===== config.mk =====
export PLATFORM = sky130hd
export DESIGN_NAME = instruction_fetch
export DESIGN_NICKNAME = d
export VERILOG_FILES = /design/src/rtl/uproc_pkg.sv /design/src/rtl/ins_queue2.sv /design/src/rtl/instruction_fetch.sv
export SDC_FILE = /design/constraint.sdc
export NUM_CORES = 1
export LEC_CHECK = 0
export ABC_AREA = 1
export ABC_CLOCK_PERIOD_IN_PS = 2200
export CORE_UTILIZATION = 51
export CTS_BUF_LIST = sky130_fd_sc_hd__clkbuf_8
export CTS_CLUSTER_SIZE = 16
export DETAILED_ROUTE_END_ITERATION = 6
export PLACE_DENSITY = 0.82
export SLEW_MARGIN = 20
export SYNTH_ARGS = -nofsm -noshare
export SYNTH_HDL_FRONTEND = slang
export SYNTH_HIERARCHICAL = 1
export SYNTH_SLANG_ARGS = --single-unit
export TNS_END_PERCENT = 5

===== constraint.sdc =====
create_clock -name clk -period 2.2 [get_ports clk]
set_input_delay 0.33 -clock clk [delete_from_list [all_inputs] [get_ports clk]]
set_output_delay 0.33 -clock clk [all_outputs]
set_load 0.02 [all_outputs]

===== src/rtl/uproc_pkg.sv =====
// Shared definitions for the uProcessor: program-memory geometry, instruction
// encoding helpers and the fetch-control state type.
`ifndef PM_ID_INS_WIDTH
`define PM_ID_INS_WIDTH 15
`endif

package uproc_pkg;

    localparam int PM_INS_W  = `PM_ID_INS_WIDTH;
    localparam int PM_ADDR_W = 8;

    localparam logic [PM_ADDR_W-1:0] RESET_PC    = 8'h00;
    localparam logic [4:0]           OPCODE_HALT = 5'd31;

    typedef logic [PM_INS_W-1:0]  ins_t;
    typedef logic [PM_ADDR_W-1:0] pc_t;

    // IDLE covers the single cycle after reset release before fetching starts;
    // STOP means a HALT is queued, HALT means it has been consumed.
    typedef enum logic [1:0] {
        FS_IDLE = 2'd0,
        FS_RUN  = 2'd1,
        FS_STOP = 2'd2,
        FS_HALT = 2'd3
    } fetch_state_e;

    function automatic logic is_halt(input logic [4:0] opcode);
        return opcode == OPCODE_HALT;
    endfunction

endpackage


===== src/rtl/ins_queue2.sv =====
// Two-entry instruction prefetch FIFO with synchronous flush; the head reads
// zero when the queue is empty so no stale storage leaks to the decoder.
module ins_queue2
    import uproc_pkg::*;
#(
    parameter int W = PM_INS_W
) (
    input  logic         clk,
    input  logic         rst_n,
    input  logic         push,
    input  logic [W-1:0] push_data,
    input  logic         pop,
    input  logic         flush,
    output logic [1:0]   count,
    output logic [W-1:0] head
);

    logic [W-1:0] mem [2];
    logic         rd_ptr;
    logic         wr_ptr;
    logic [1:0]   count_q;
    logic         do_push;
    logic         do_pop;

    assign do_push = push & ~flush;
    assign do_pop  = pop & (count_q != 2'd0);

    // NOTE: sequential state uses non-blocking assignments so every register
    // samples pre-edge values regardless of statement order.
    always_ff @(posedge clk or negedge rst_n) begin
        if (!rst_n) begin
            rd_ptr  <= 1'b0;
            wr_ptr  <= 1'b0;
            count_q <= 2'd0;
        end else if (flush) begin
            rd_ptr  <= 1'b0;
            wr_ptr  <= 1'b0;
            count_q <= 2'd0;
        end else begin
            if (do_push) wr_ptr <= ~wr_ptr;
            if (do_pop)  rd_ptr <= ~rd_ptr;
            unique case ({do_push, do_pop})
                2'b10:   count_q <= count_q + 2'd1;
                2'b01:   count_q <= count_q - 2'd1;
                default: count_q <= count_q;
            endcase
        end
    end

    // NOTE: storage is deliberately not reset; the count gates every read,
    // so the data array can map onto plain flops or RAM without a reset tree.
    always_ff @(posedge clk) begin
        if (do_push) mem[wr_ptr] <= push_data;
    end

    assign count = count_q;
    assign head  = (count_q != 2'd0) ? mem[rd_ptr] : '0;

endmodule


===== src/rtl/instruction_fetch.sv =====
// Fetch stage: owns the PC, issues reads to synchronous program memory, queues
// returned words for the decoder and handles redirects and HALT.
module instruction_fetch
    import uproc_pkg::*;
#(
    parameter int              INS_W    = PM_INS_W,
    parameter int              PC_W     = PM_ADDR_W,
    parameter logic [PC_W-1:0] RESET_PC = uproc_pkg::RESET_PC
) (
    input  logic             clk,
    input  logic             rst_n,
    output logic             pm_re,
    output logic [PC_W-1:0]  pm_addr,
    input  logic [INS_W-1:0] pm_rdata,
    output logic [INS_W-1:0] ins,
    output logic             ins_valid,
    input  logic             ins_ready,
    input  logic             jmp_en,
    input  logic [PC_W-1:0]  jmp_addr,
    output logic             halted
);

    fetch_state_e     state_q;
    fetch_state_e     state_d;
    logic [PC_W-1:0]  pc_q;
    logic             inflight;
    logic [1:0]       q_count;
    logic [INS_W-1:0] q_head;
    logic             run;
    logic             fetch_stop;
    logic             pop;
    logic             push;
    logic             issue;
    logic             push_halt;
    logic             pop_halt;
    logic [2:0]       occupancy;

    assign run        = (state_q != FS_IDLE);
    assign fetch_stop = (state_q == FS_STOP) || (state_q == FS_HALT);
    assign halted     = (state_q == FS_HALT);

    assign ins_valid = (q_count != 2'd0) & ~halted;
    assign ins       = q_head;
    assign pop       = ins_valid & ins_ready;

    // A redirect kills the word returning this cycle; the tag is simply that
    // the return coincides with jmp_en.
    assign push      = inflight & ~jmp_en;
    assign push_halt = push & is_halt(pm_rdata[INS_W-1 -: 5]);
    assign pop_halt  = pop & is_halt(q_head[INS_W-1 -: 5]);

    // Occupancy counts queued plus returning words, credited by this cycle's
    // pop, so back-to-back issue sustains one word per clock without overflow.
    assign occupancy = {1'b0, q_count} + {2'b00, inflight};
    assign issue     = run & ~fetch_stop & ~jmp_en
                     & (occupancy < (3'd2 + {2'b00, pop}));

    assign pm_re   = issue;
    assign pm_addr = pc_q;

    // NOTE: every variable written in always_comb gets a default first, so no
    // path leaves it unassigned and no latch is inferred.
    always_comb begin
        state_d = state_q;
        unique case (state_q)
            FS_IDLE: state_d = FS_RUN;
            FS_RUN:  if (push_halt) state_d = FS_STOP;
            FS_STOP: if (pop_halt)  state_d = FS_HALT;
            FS_HALT: state_d = FS_HALT;
            default: state_d = FS_IDLE;
        endcase
        if (jmp_en) state_d = FS_RUN;
    end

    always_ff @(posedge clk or negedge rst_n) begin
        if (!rst_n) begin
            state_q  <= FS_IDLE;
            pc_q     <= RESET_PC;
            inflight <= 1'b0;
        end else begin
            state_q  <= state_d;
            inflight <= issue;
            if (jmp_en) begin
                pc_q <= jmp_addr;
            end else if (issue) begin
                pc_q <= pc_q + PC_W'(1);
            end
        end
    end

    ins_queue2 #(
        .W (INS_W)
    ) u_queue (
        .clk       (clk),
        .rst_n     (rst_n),
        .push      (push),
        .push_data (pm_rdata),
        .pop       (pop),
        .flush     (jmp_en),
        .count     (q_count),
        .head      (q_head)
    );

endmodule


; Yosys cells after proc, flatten, opt, wreduce, memory -nomap -nowiden
; Memories as Yosys holds them, arrays and structs flattened.
; Index checks and enable logic that the tools add are counted.
; Widths: inputs -> output; s select.
[word_totals]
register_bits = 15
latchBits = 0
ramBits = 30
romBits = 0
input_bits = 27
output_inout_bits = 26
wordCells = 61
n_memories = 1
[classes]
add_sub_neg = 5
mul = 0
div_mod_pow = 0
magnitude_cmp = 1
n_eq_ne = 9
n_shift = 0
mux = 15
n_bitwise = 15
reduce_logical = 9
[mem_list]
columns = memory, words, width, rd, rd_ports_with_merged_regs, write_ports, line
row1 = u_queue.mem, 2, 15, 1, 0, 1, ins_queue2.sv:18  ; logic [W-1:0] mem [2];
[op_table]
columns = op, n
row1 = $mux 8, 2
row2 = $mux 15, 1
row3 = $and 1x1->1, 10
row4 = $eq 5x5->1 const B, 2
row5 = $reduce_bool 2->1, 5
row6 = $add 8x1->8 const B, 1
row7 = $mux 2, 4
row8 = $pmux 2 s4, 1
row9 = $eq 2x2->1 const B, 3
row10 = $mux 1, 6
row11 = $ne 3x3->1 const B, 2
row12 = $not 1->1, 5
row13 = $eq 2x1->1 const B, 2
row14 = $pmux 2 s2, 1
row15 = $add 2x1->3, 1
row16 = $add 2x1->3 const A, 1
row17 = $lt 3x3->1, 1
row18 = $reduce_bool 3->1, 1
row19 = $add 2x1->2 const B, 1
row20 = $logic_not 2->1, 1
row21 = $reduce_and 2->1, 1
row22 = $sub 2x1->2 const B, 1
row23 = $logic_or 1x1->1, 1

; Longest topological paths before layout
; Gate-level depths: netlist (run 1).
[logic_depth]
word_depth = 9
ltp_mapped = 11
mapped_depth_nobuf = 10

; Modules after synthesis
; Netlist (run 1), hierarchy kept.
[by_module_without_submodules]
columns = mod, n_inst, cells_per_inst, area_each_um2
row1 = ins_queue2, 1, 113, 1360.1
row2 = instruction_fetch, 1, 120, 802.0

; Worst setup path after synthesis (run 1)
; Ideal clock, no wire load.
[synth_timing]
kind = in2reg
startpoint = in jmp_en
endpoint = mem u_queue/mem[0][0] (netlist name), enable pin
setup_ps = 387
arrival_time_ps = 1295
path_slack_ps = 518
stages = 5
cell_sequence = inv_4 -> nand2_1 -> inv_2 -> nand2_2 -> nor2_1
[synth_via]
elab_chain_len = 5
[synth_lines]
columns = item, line
row1 = from (decl), instruction_fetch.sv:18  ; input logic jmp_en,
row2 = $not 1->1, instruction_fetch.sv:48  ; assign push = inflight & ~jmp_en;
row3 = $and 1x1->1, instruction_fetch.sv:48
row4 = via push, instruction_fetch.sv:32  ; logic push;
row5 = $and 1x1->1, ins_queue2.sv:25  ; assign do_push = push & ~flush;
row6 = $mux 1, ins_queue2.sv:53  ; if (do_push) mem[wr_ptr] <= push_data;
row7 = $mux 1 (not written as such), ins_queue2.sv:53
row8 = to (decl), ins_queue2.sv:18
; The timed path passes the listed nets, and every way through them passes these cells.

; Worst setup path in the final report (run 1)
[layout_timing]
startpoint = reg u_queue.count_q[0] (netlist: u_queue/count[0])
endpoint = out ins[6]
[layout_via]
elab_chain_len = 2
[layout_lines]
columns = item, line
row1 = from (decl), ins_queue2.sv:21  ; logic [1:0] count_q;
row2 = from (signal assigned), ins_queue2.sv:43  ; 2'b10: count_q <= count_q + 2'd1;
row3 = from (signal assigned), ins_queue2.sv:44  ; 2'b01: count_q <= count_q - 2'd1;
row4 = from (signal assigned), ins_queue2.sv:45  ; default: count_q <= count_q;
row5 = $reduce_bool 2->1, ins_queue2.sv:57  ; assign head = (count_q != 2'd0) ? mem[rd_ptr] : '0;
row6 = $mux 15, ins_queue2.sv:57
row7 = to (decl), instruction_fetch.sv:15  ; output logic [INS_W-1:0] ins,
; Every way passes these cells.

==> implementation parameters, run 1 <==
Parameter                              Value

Synthesis
  Dominant combinational cell family by area after synthesis    simple AND/OR/NAND/NOR gates
  Number of distinct library cells after synthesis    27
  Adder and majority gate portion of the synthesized area    1.736%
  Seq/Total Area, Yosys    59.03%
  Number of flops mapped to enable cells by yosys    30
  Synthesized-area fraction occupied by and/or/nand/nor cells    27.14%
  Count of warnings emitted by yosys    6
  Mean Syn Cell Area    9.279 µm²
  Post-synthesis share of cell area spent on xor and xnor gates    1.620%
  Post-synth net total    263
  Ys async rst share    33.33%
  Fraction of synthesized area in multiplexers    0%
  Summed instance area of the synthesized netlist    0.002162 mm²
  Instance count of the mapped netlist    233
  Synth Register Bits    45
  Primary FF master, synth    edfxtp_1
  Share of the synthesized area in compound gates (AO/OA/AOI/OAI)    5.440%

GRT
  Largest net degree at the start of global routing    18
  Vias in the first global route    1638
  Overall global routing resource usage    21.59%
  First-pass GRT wire length    7044 µm
  Global route overflow    0
  Number of antenna violations at the first check in global routing    0

Finish
  Share of final-layout standard cells stronger than drive strength 1    11.49%
  Fill cell instance count of the final layout    302
  Layout Cells excl Fill    346
  Top library cells by usage in the layout, fill and taps aside    91 x nand2_1, 46 x clkdlybuf4s50_1, 30 x edfxtp_1
  Leading cell type in the layout, fill and taps excluded    nand2_1
  Layout overhead on the synthesized area    32.70%
  Share of the core filled with cells    71.21%
  Number of diodes added for antenna fixing    0
  Number of nets in the finished design    325
  Storage cell area    0.001276 mm²
  Area of combinational cells with multiple inputs    780.7 µm²
  Cell area after layout    0.002869 mm²

Clock tree
  CTS buffer count    5
  Clock latency reported for the late side of the worst-skew pair    0.30 ns
  Clock edge transition at the registers on the reported setup and hold paths    0.08 ns
  Clock tree from TritonCTS    done
  Clock H-tree levels    2
  Max Buffers Root-to-Sink    2
  Number of clock sinks seen by CTS    45
  Library cell used as clock root buffer    clkbuf_8

Detailed routing
  Number of nets still failing antenna checks after routing    0
  Total vias in the final route    1775
  Post-DR wirelength/cell    12.81 µm
  Number of DRC markers in iteration 0    101
  Via density    5.130
  Wire length reported by the detailed router    4433 µm
  Drt pass-1 iters    4
  Number of remaining DRC errors    0

Power and ir drop
  Worst-case vdd ir drop    0.4009 mV
  Power per standard cell area    636.4 mW/mm²
  LEAKAGE    1.235 nW

STA
  Max Freq    0.4309 GHz
  Setup TNS    -0.8821 ns
  Unrepaired setup endpoints after global routing    yes
  Final setup margin    -0.1209 ns
  Final hold violation count    0
  Fraction of the cycle the final worst path needs    105.5%
  Shortest clock period the worst path allows after layout    2.321 ns
  Final setup viols    10
  Pins over their slew limit    0
  Fin Hold WS    0.4507 ns
  Maximum clock skew at final layout    0.009548 ns
  Transition time at the pin with the least slew margin    0.7078 ns
  Max-slew headroom at the worst pin    52.67%

Floorplanning
  Vertical die dimension    67.11 µm
  Area of the placeable core    0.004029 mm²
  Die Span X    67.11 µm
  Starting utilization of the core area    53.66%
  Die Footprint    0.004504 mm²
  Boundary pin count    53
  Floorplan row count    23

Worst setup path
  Maximum fanout along the worst path    15
  Endpoint type of the worst setup path    output port
  FF-to-FF setup slack    0.52 ns
  Capturing point of the worst reg2reg path    state_q[0]
  Critical path destination    ins[6]
  Startpoint type of the worst setup path    flip-flop
  Worst reg2reg path startpoint    u_queue/count[0]
  Worst-case reg-to-reg path depth    10
  Type of the worst setup path    reg2out
  CP Data Required Time    1.87 ns
  Arrival time at the worst endpoint    1.99 ns
  Worst setup path startpoint    u_queue/count[0]

Place
  Count of port buffers added during placement    52
  Placed wire-length estimate    3213 µm
  Cell count after placement    338
  Placer congestion estimate    0.8181
  Placed standard-cell area    0.002786 mm²

Run status
  Failing checks    negative setup slack
  Run status    finished, violations left

Run
  Max-cap violations    0

Hold path
  Worst hold-check path type    in2async
critical path, cell delays in order, from the launching register on:
cell and delay [ns]:
dfrtp_1 0.46, inv_2 0.06, nand2_2 0.08, inv_1 0.23
a21oi_1 0.23, clkdlybuf4s50_1 0.63
per-stage QoR:
step	power (W)	setup slack (ns)
final	0.001826	-0.1209
after global routing	0.001908	-0.2734
after CTS	0.001835	-0.1639
after detailed placement	0.001360	0.08838
after global placement	0.001352	0.09220
after floorplan	0.001184	0.5177
how the worst min path moves through the flow:
stage / from / endpoint / slack (ns)
2_1_floorplan: rst_n / inflight / 0.03
3_3_place_gp: state_q[1] / state_q[0] / 0.51
3_5_place_dp: state_q[1] / state_q[0] / 0.51
4_1_cts: rst_n / pm_addr[0] / 0.47
5_1_grt: rst_n / pm_addr[1] / 0.48
6_report: rst_n / pm_addr[1] / 0.45
flip-flops by register name, summed over array words and instances (netlist names):
| register | cells |
|---|---|
| u_queue/rd_ptr | 1 |
| u_queue/mem | 30 |
| state_q | 2 |
| u_queue/wr_ptr | 1 |
| inflight | 1 |
| pm_addr | 8 |
| u_queue/count | 2 |
cell usage after synthesis (2+ instances only):
master / n / area [µm²]
nand2_1: 91 / 341.6
edfxtp_1: 30 / 900.9
nand3_1: 18 / 90.09
a21oi_1: 17 / 85.08
dfrtp_1: 15 / 375.4
inv_1: 12 / 45.04
nor2_1: 9 / 33.78
inv_2: 5 / 18.77
buf_2: 4 / 20.02
nand2_2: 4 / 25.02
o21ai_0: 4 / 20.02
ha_1: 3 / 37.54
nand4_1: 3 / 18.77
xnor2_1: 3 / 26.28
nand2_4: 2 / 22.52
nand3_2: 2 / 20.02
per-layer routing:
layer	global-route usage, %	vias to the layer above	share of wire (%)
met5	0	-	0
met4	10.37	0	1.5
met3	4.110	7	6.1
met2	37.25	65	51
met1	25.68	814	42
li1	-	889	-
kinds of logic after synthesis:
kind of cell,after synthesis
AO/OA/AOI/OAI,23
XOR/XNOR,4
adder cells (fa/ha/maj),3
buffers and inverters,24
flip-flops,45
AND/OR/NAND/NOR,134
power breakdown:
part           internal [W]  switching [W]  total, W
Clock              0.000219       0.000266  0.000486
Sequential         0.000946      0.0000481  0.000994
Combinational      0.000166       0.000181  0.000346
Total               0.00133       0.000495   0.00183
what timing repair did:
action                     CTS  global route
setup endpoints to repair   16            12
gates resized for setup      6             1
hold buffers                 0             0
setup buffers                0             0
hold endpoints to repair     0             0
cell type report:
type | count | share of cell area, %
multi-input combinational | 164 | 27.21
timing repair buffer | 61 | 20.67
clock buffer | 5 | 2.399
inverter | 18 | 2.442
tap | 50 | 2.181
sequential | 45 | 44.48
clock inverter | 3 | 0.6106
Power figures use the tool's default switching activity.
==> run 2: changes to the inputs <==
- ABC_CLOCK_PERIOD_IN_PS: 2200 -> 2100
- CORE_UTILIZATION: 51 -> 46
- PLACE_DENSITY: 0.82 -> 0.78
- clock period: 2.2 -> 2.1 ns (I/O delays scaled with it)
==> run 2 against run 1 <==
The flow finishes with violations (design-rule violations). Sequential power up 5%. Via count rose by 1.5%. Non-clock buffer count increased by 5. Cell count increased by 2.0%. Global-route usage is 0.13 points lower. Combinational power up 5.8%. Worst hold slack lost 0.0067 ns. Core utilization is 6.0 points lower. Clock power rose by 5.8%. First-iteration DRC count rose by 41%. Critical path depth grew 1. Clock-buffer cell count is the same. Critical path type unchanged. Largest cell class unchanged. Largest power group unchanged. Highest routed layer unchanged.
==> implementation parameters, run 2 (same netlist as run 1, synthesis figures left out) <==
Parameter                              Value

Run status
  Run status    finished, violations left
  Failing checks    design-rule violations

Detailed routing
  Via density    5.102
  Wire length reported by the detailed router    4715 µm
  Post-DR wirelength/cell    13.36 µm
  Number of remaining DRC errors    4
  Total vias in the final route    1801
  Number of nets still failing antenna checks after routing    0
  Number of DRC markers in iteration 0    142
  Drt pass-1 iters    6

Floorplanning
  Boundary pin count    53
  Die Footprint    0.004978 mm²
  Area of the placeable core    0.004444 mm²
  Starting utilization of the core area    48.65%
  Die Span X    70.56 µm
  Vertical die dimension    70.56 µm
  Floorplan row count    24

Finish
  Layout overhead on the synthesized area    34.14%
  Leading cell type in the layout, fill and taps excluded    nand2_1
  Top library cells by usage in the layout, fill and taps aside    91 x nand2_1, 36 x clkdlybuf4s50_1, 30 x edfxtp_1
  Storage cell area    0.001276 mm²
  Number of diodes added for antenna fixing    0
  Cell area after layout    0.002900 mm²
  Share of final-layout standard cells stronger than drive strength 1    12.96%
  Largest Register    u_queue/mem
  Number of nets in the finished design    330
  Area of combinational cells with multiple inputs    777.0 µm²
  Fill cell instance count of the final layout    362
  Flip-flop count of the largest register, all copies and words added    30
  Layout Cells excl Fill    353
  Share of the core filled with cells    65.26%

Clock tree
  Library cell used as clock root buffer    clkbuf_8
  Max Buffers Root-to-Sink    2
  Number of clock sinks seen by CTS    45
  Clock edge transition at the registers on the reported setup and hold paths    0.08 ns
  Clock H-tree levels    2
  CTS buffer count    5
  Clock latency reported for the late side of the worst-skew pair    0.30 ns
  Clock tree from TritonCTS    done
  Post-CTS Repair Setup Buffers    0

Worst setup path
  Endpoint type of the worst setup path    output port
  Maximum fanout along the worst path    10
  CP Data Required Time    1.78 ns
  Startpoint type of the worst setup path    flip-flop
  Type of the worst setup path    reg2out
  Arrival time at the worst endpoint    1.66 ns

GRT
  First-pass GRT wire length    8217 µm
  Global route overflow    0
  Largest net degree at the start of global routing    17
  Overall global routing resource usage    21.46%
  Vias in the first global route    1786
  Number of antenna violations at the first check in global routing    0

STA
  Transition time at the pin with the least slew margin    0.7274 ns
  Maximum clock skew at final layout    0.01508 ns
  Final setup viols    0
  Final hold violation count    0
  Max Freq    0.5068 GHz
  Final setup margin    0.1267 ns
  Setup TNS    0 ns
  Fraction of the cycle the final worst path needs    93.97%
  Unrepaired setup endpoints after global routing    yes
  Pins over their slew limit    0
  Shortest clock period the worst path allows after layout    1.973 ns
  Max-slew headroom at the worst pin    51.35%

Place
  Post-place setup slack    0.004885 ns
  Placed wire-length estimate    3452 µm
  Placer congestion estimate    0.8008
  Count of port buffers added during placement    52
  Placed standard-cell area    0.002826 mm²
  Cell count after placement    345

Power and ir drop
  Power per standard cell area    662.0 mW/mm²
  LEAKAGE    1.346 nW
  Worst-case vdd ir drop    0.5623 mV

Hold path
  Worst hold-check path type    in2async

Run
  Max-cap violations    0
[run 2: cell count changes in the layout (fill, tap and decap cells not counted), sizes merged]
cell / change
dlymetal6s2s: +3
clkinv: -2
clkbuf: +1
buf: +5
dlygate4sd2: +6
inv: +2
clkdlybuf4s50: -10
[run 2: area by class of cell]
type,instances,share of cell area [%]
Clock inverter,3,0.6040
Sequential cell,45,44.00
Inverter,18,2.416
Clock buffer,5,2.373
Multi-Input combinational cell,164,26.79
Timing Repair Buffer,66,21.57
Tap cell,52,2.243
[run 2: per-stage QoR]
stage	hold slack, ns	power (W)
3_3_place_gp	0.5048	0.001425
3_5_place_dp	0.5296	0.001433
4_1_cts	0.4653	0.001940
2_1_floorplan	0.01941	0.001241
5_1_grt	0.5032	0.002020
6_report	0.4440	0.001920
[run 2: report_power, final]
| group | internal, W | total (W) | switching (W) | leakage (nW) |
|---|---|---|---|---|
| Combinational | 0.000174 | 0.000366 | 0.000192 | 0.836 |
| Clock | 0.000232 | 0.000514 | 0.000282 | 0.0497 |
| Sequential | 0.000991 | 0.00104 | 0.0000498 | 0.461 |
| Total | 0.00140 | 0.00192 | 0.000524 | 1.35 |
[run 2: worst paths after layout]
kind	startpoint	end	slack (ns)	depth (start not counted)
setup / recovery	u_queue/count[0]	ins[3]	0.13	6
hold / removal	rst_n	pm_addr[1]	0.44	1
setup reg to reg	inflight	pm_addr[6]	0.59	8
hold reg to reg	state_q[1]	state_q[0]	0.55	2
max in group asynchronous	rst_n	u_queue/rd_ptr	1.18	1
min in group clk	state_q[1]	state_q[0]	0.55	2
[run 2: critical path, stage by stage (launching register included)]
cell and delay, ns:
dfrtp_1 0.42, inv_2 0.08, nand2_2 0.05, inv_1 0.26, buf_4 0.21, a21oi_1 0.04, dlygate4sd2_1 0.31
[run 2: routing by layer]
layer,track usage (%),vias to the layer above,share of wire (%)
li1,-,901,-
met1,26.86,842,44
met2,36.46,51,50
met3,5.413,7,5.2
met4,7.778,0,0.98
met5,0,-,0
[run 2: what timing repair did]
| action | in CTS | in global routing |
|---|---|---|
| endpoints found under the hold margin | 0 | 0 |
| endpoints found under the setup margin | 13 | 8 |
| hold buffers | 0 | 0 |
| resized for setup | 13 | 5 |
==> run 3: changes to the inputs <==
- RECOVER_POWER: unset -> 50
- SKIP_CTS_REPAIR_TIMING: unset -> 1
==> run 3 against run 2 <==
The flow still finishes with violations (design-rule violations). Critical path depth fell by 2. Non-clock buffer count unchanged. Combinational power hardly changed. Sequential share of layout area down 0.69 points. Final area up 1.6%. Clock-buffer cell count unchanged. Clock skew about the same. Sequential cell count did not move. Critical path type unchanged. Highest routed layer unchanged.
==> implementation parameters, run 3 (same netlist as run 1, synthesis figures left out) <==
Parameter                              Value

STA
  Transition time at the pin with the least slew margin    0.7320 ns
  Final hold violation count    0
  Final setup viols    0
  Shortest clock period the worst path allows after layout    1.955 ns
  Fraction of the cycle the final worst path needs    93.08%
  Unrepaired setup endpoints after global routing    no
  Maximum clock skew at final layout    0.01467 ns
  Pins over their slew limit    0
  Setup TNS    0 ns
  Max-slew headroom at the worst pin    51.04%
  Max Freq    0.5116 GHz

Finish
  Layout overhead on the synthesized area    36.28%
  Number of nets in the finished design    330
  Top library cells by usage in the layout, fill and taps aside    91 x nand2_1, 30 x edfxtp_1, 19 x clkdlybuf4s50_1
  Largest Register    u_queue/mem
  Share of final-layout standard cells stronger than drive strength 1    11.96%
  Share of the core filled with cells    66.30%
  Flip-flop count of the largest register, all copies and words added    30
  Number of diodes added for antenna fixing    0
  Leading cell type in the layout, fill and taps excluded    nand2_1
  Layout Cells excl Fill    353

Detailed routing
  Number of DRC markers in iteration 0    145
  Number of nets still failing antenna checks after routing    0
  Number of remaining DRC errors    4
  Via density    5.125
  Wire length reported by the detailed router    4750 µm
  Drt pass-1 iters    6
  Total vias in the final route    1809
  Post-DR wirelength/cell    13.46 µm

Run
  Max-cap violations    0

Worst setup path
  Capturing point of the worst reg2reg path    pm_addr[6]
  CP Data Required Time    1.78 ns
  Worst reg2reg path startpoint    inflight
  Worst-case reg-to-reg path depth    8
  Endpoint type of the worst setup path    output port
  Worst setup path startpoint    state_q[0]
  Maximum fanout along the worst path    4
  Type of the worst setup path    reg2out
  Startpoint type of the worst setup path    flip-flop
  Arrival time at the worst endpoint    1.64 ns
  FF-to-FF setup slack    0.31 ns

Place
  Placer congestion estimate    0.8008
  Cell count after placement    345
  Placed wire-length estimate    3452 µm
  Count of port buffers added during placement    52

GRT
  First-pass GRT wire length    8183 µm
  Largest net degree at the start of global routing    17
  Vias in the first global route    1774
  Overall global routing resource usage    21.37%
  Number of antenna violations at the first check in global routing    0
  Global route overflow    0

Clock tree
  Library cell used as clock root buffer    clkbuf_8
  Clock edge transition at the registers on the reported setup and hold paths    0.08 ns
  Clock tree from TritonCTS    done
  Number of clock sinks seen by CTS    45
  Clock latency reported for the late side of the worst-skew pair    0.29 ns
  Max Buffers Root-to-Sink    2
  Clock H-tree levels    2
  CTS buffer count    5

Run status
  Run status    finished, violations left
  Failing checks    design-rule violations

Power and ir drop
  Power per standard cell area    650.6 mW/mm²
  Worst-case vdd ir drop    0.5618 mV
  LEAKAGE    1.516 nW

Floorplanning
  Boundary pin count    53
  Die Span X    70.56 µm
  Floorplan row count    24
  Vertical die dimension    70.56 µm
  Starting utilization of the core area    48.65%
  Area of the placeable core    0.004444 mm²
  Die Footprint    0.004978 mm²

Hold path
  Worst hold-check path type    in2async
run 3: report_power, final:
group	total [W]	switching (W)	internal [W]	leakage (nW)
Combinational	0.000363	0.000192	0.000171	1.01
Clock	0.000513	0.000281	0.000232	0.0497
Sequential	0.00104	0.0000497	0.000991	0.461
run 3: final cells by class:
cell class | instances | area [µm²]
clock buffer | 5 | 68.82
clock inverter | 3 | 17.52
fill | 353 | 1498
inverter | 18 | 70.07
multi-input combinational | 164 | 774.5
sequential | 45 | 1276
tap | 52 | 65.06
timing repair buffer | 66 | 674.4
run 3: worst max path at each step:
| stage | cells after the start | to |
|---|---|---|
| 6_report | 4 | ins_valid |
| 3_3_place_gp | 7 | pm_re |
| 2_1_floorplan | 5 | u_queue/mem[0][0] |
| 3_5_place_dp | 7 | pm_re |
| 5_1_grt | 4 | ins_valid |
| 4_1_cts | 6 | pm_re |
run 3: per-layer routing:
| metal | GRT usage [%] | up-vias | part of all wire [%] |
|---|---|---|---|
| li1 | - | 902 | - |
| met1 | 26.86 | 852 | 42 |
| met2 | 36.14 | 51 | 51 |
| met3 | 5.413 | 4 | 6.0 |
| met4 | 7.778 | 0 | 0.78 |
| met5 | 0 | - | 0 |
run 3: worst max-delay path, stage by stage (launching register included):
cell and delay, ns:
dfrtp_1 0.42, nand2_1 0.12, inv_1 0.06, a21oi_1 0.11, clkdlybuf4s50_1 0.63
run 3: per-stage QoR:
stage / hold WS [ns] / cell area, µm² / power (W) / setup WS (ns)
3_5_place_dp: 0.5296 / 2826 / 0.001433 / 0.004885
2_1_floorplan: 0.01941 / 2162 / 0.001241 / 0.4327
3_3_place_gp: 0.5048 / 2826 / 0.001425 / 0.03851
6_report: 0.5146 / 2947 / 0.001917 / 0.1454
4_1_cts: 0.4653 / 2913 / 0.001948 / -0.2209
5_1_grt: 0.5727 / 2947 / 0.002017 / 0.03271
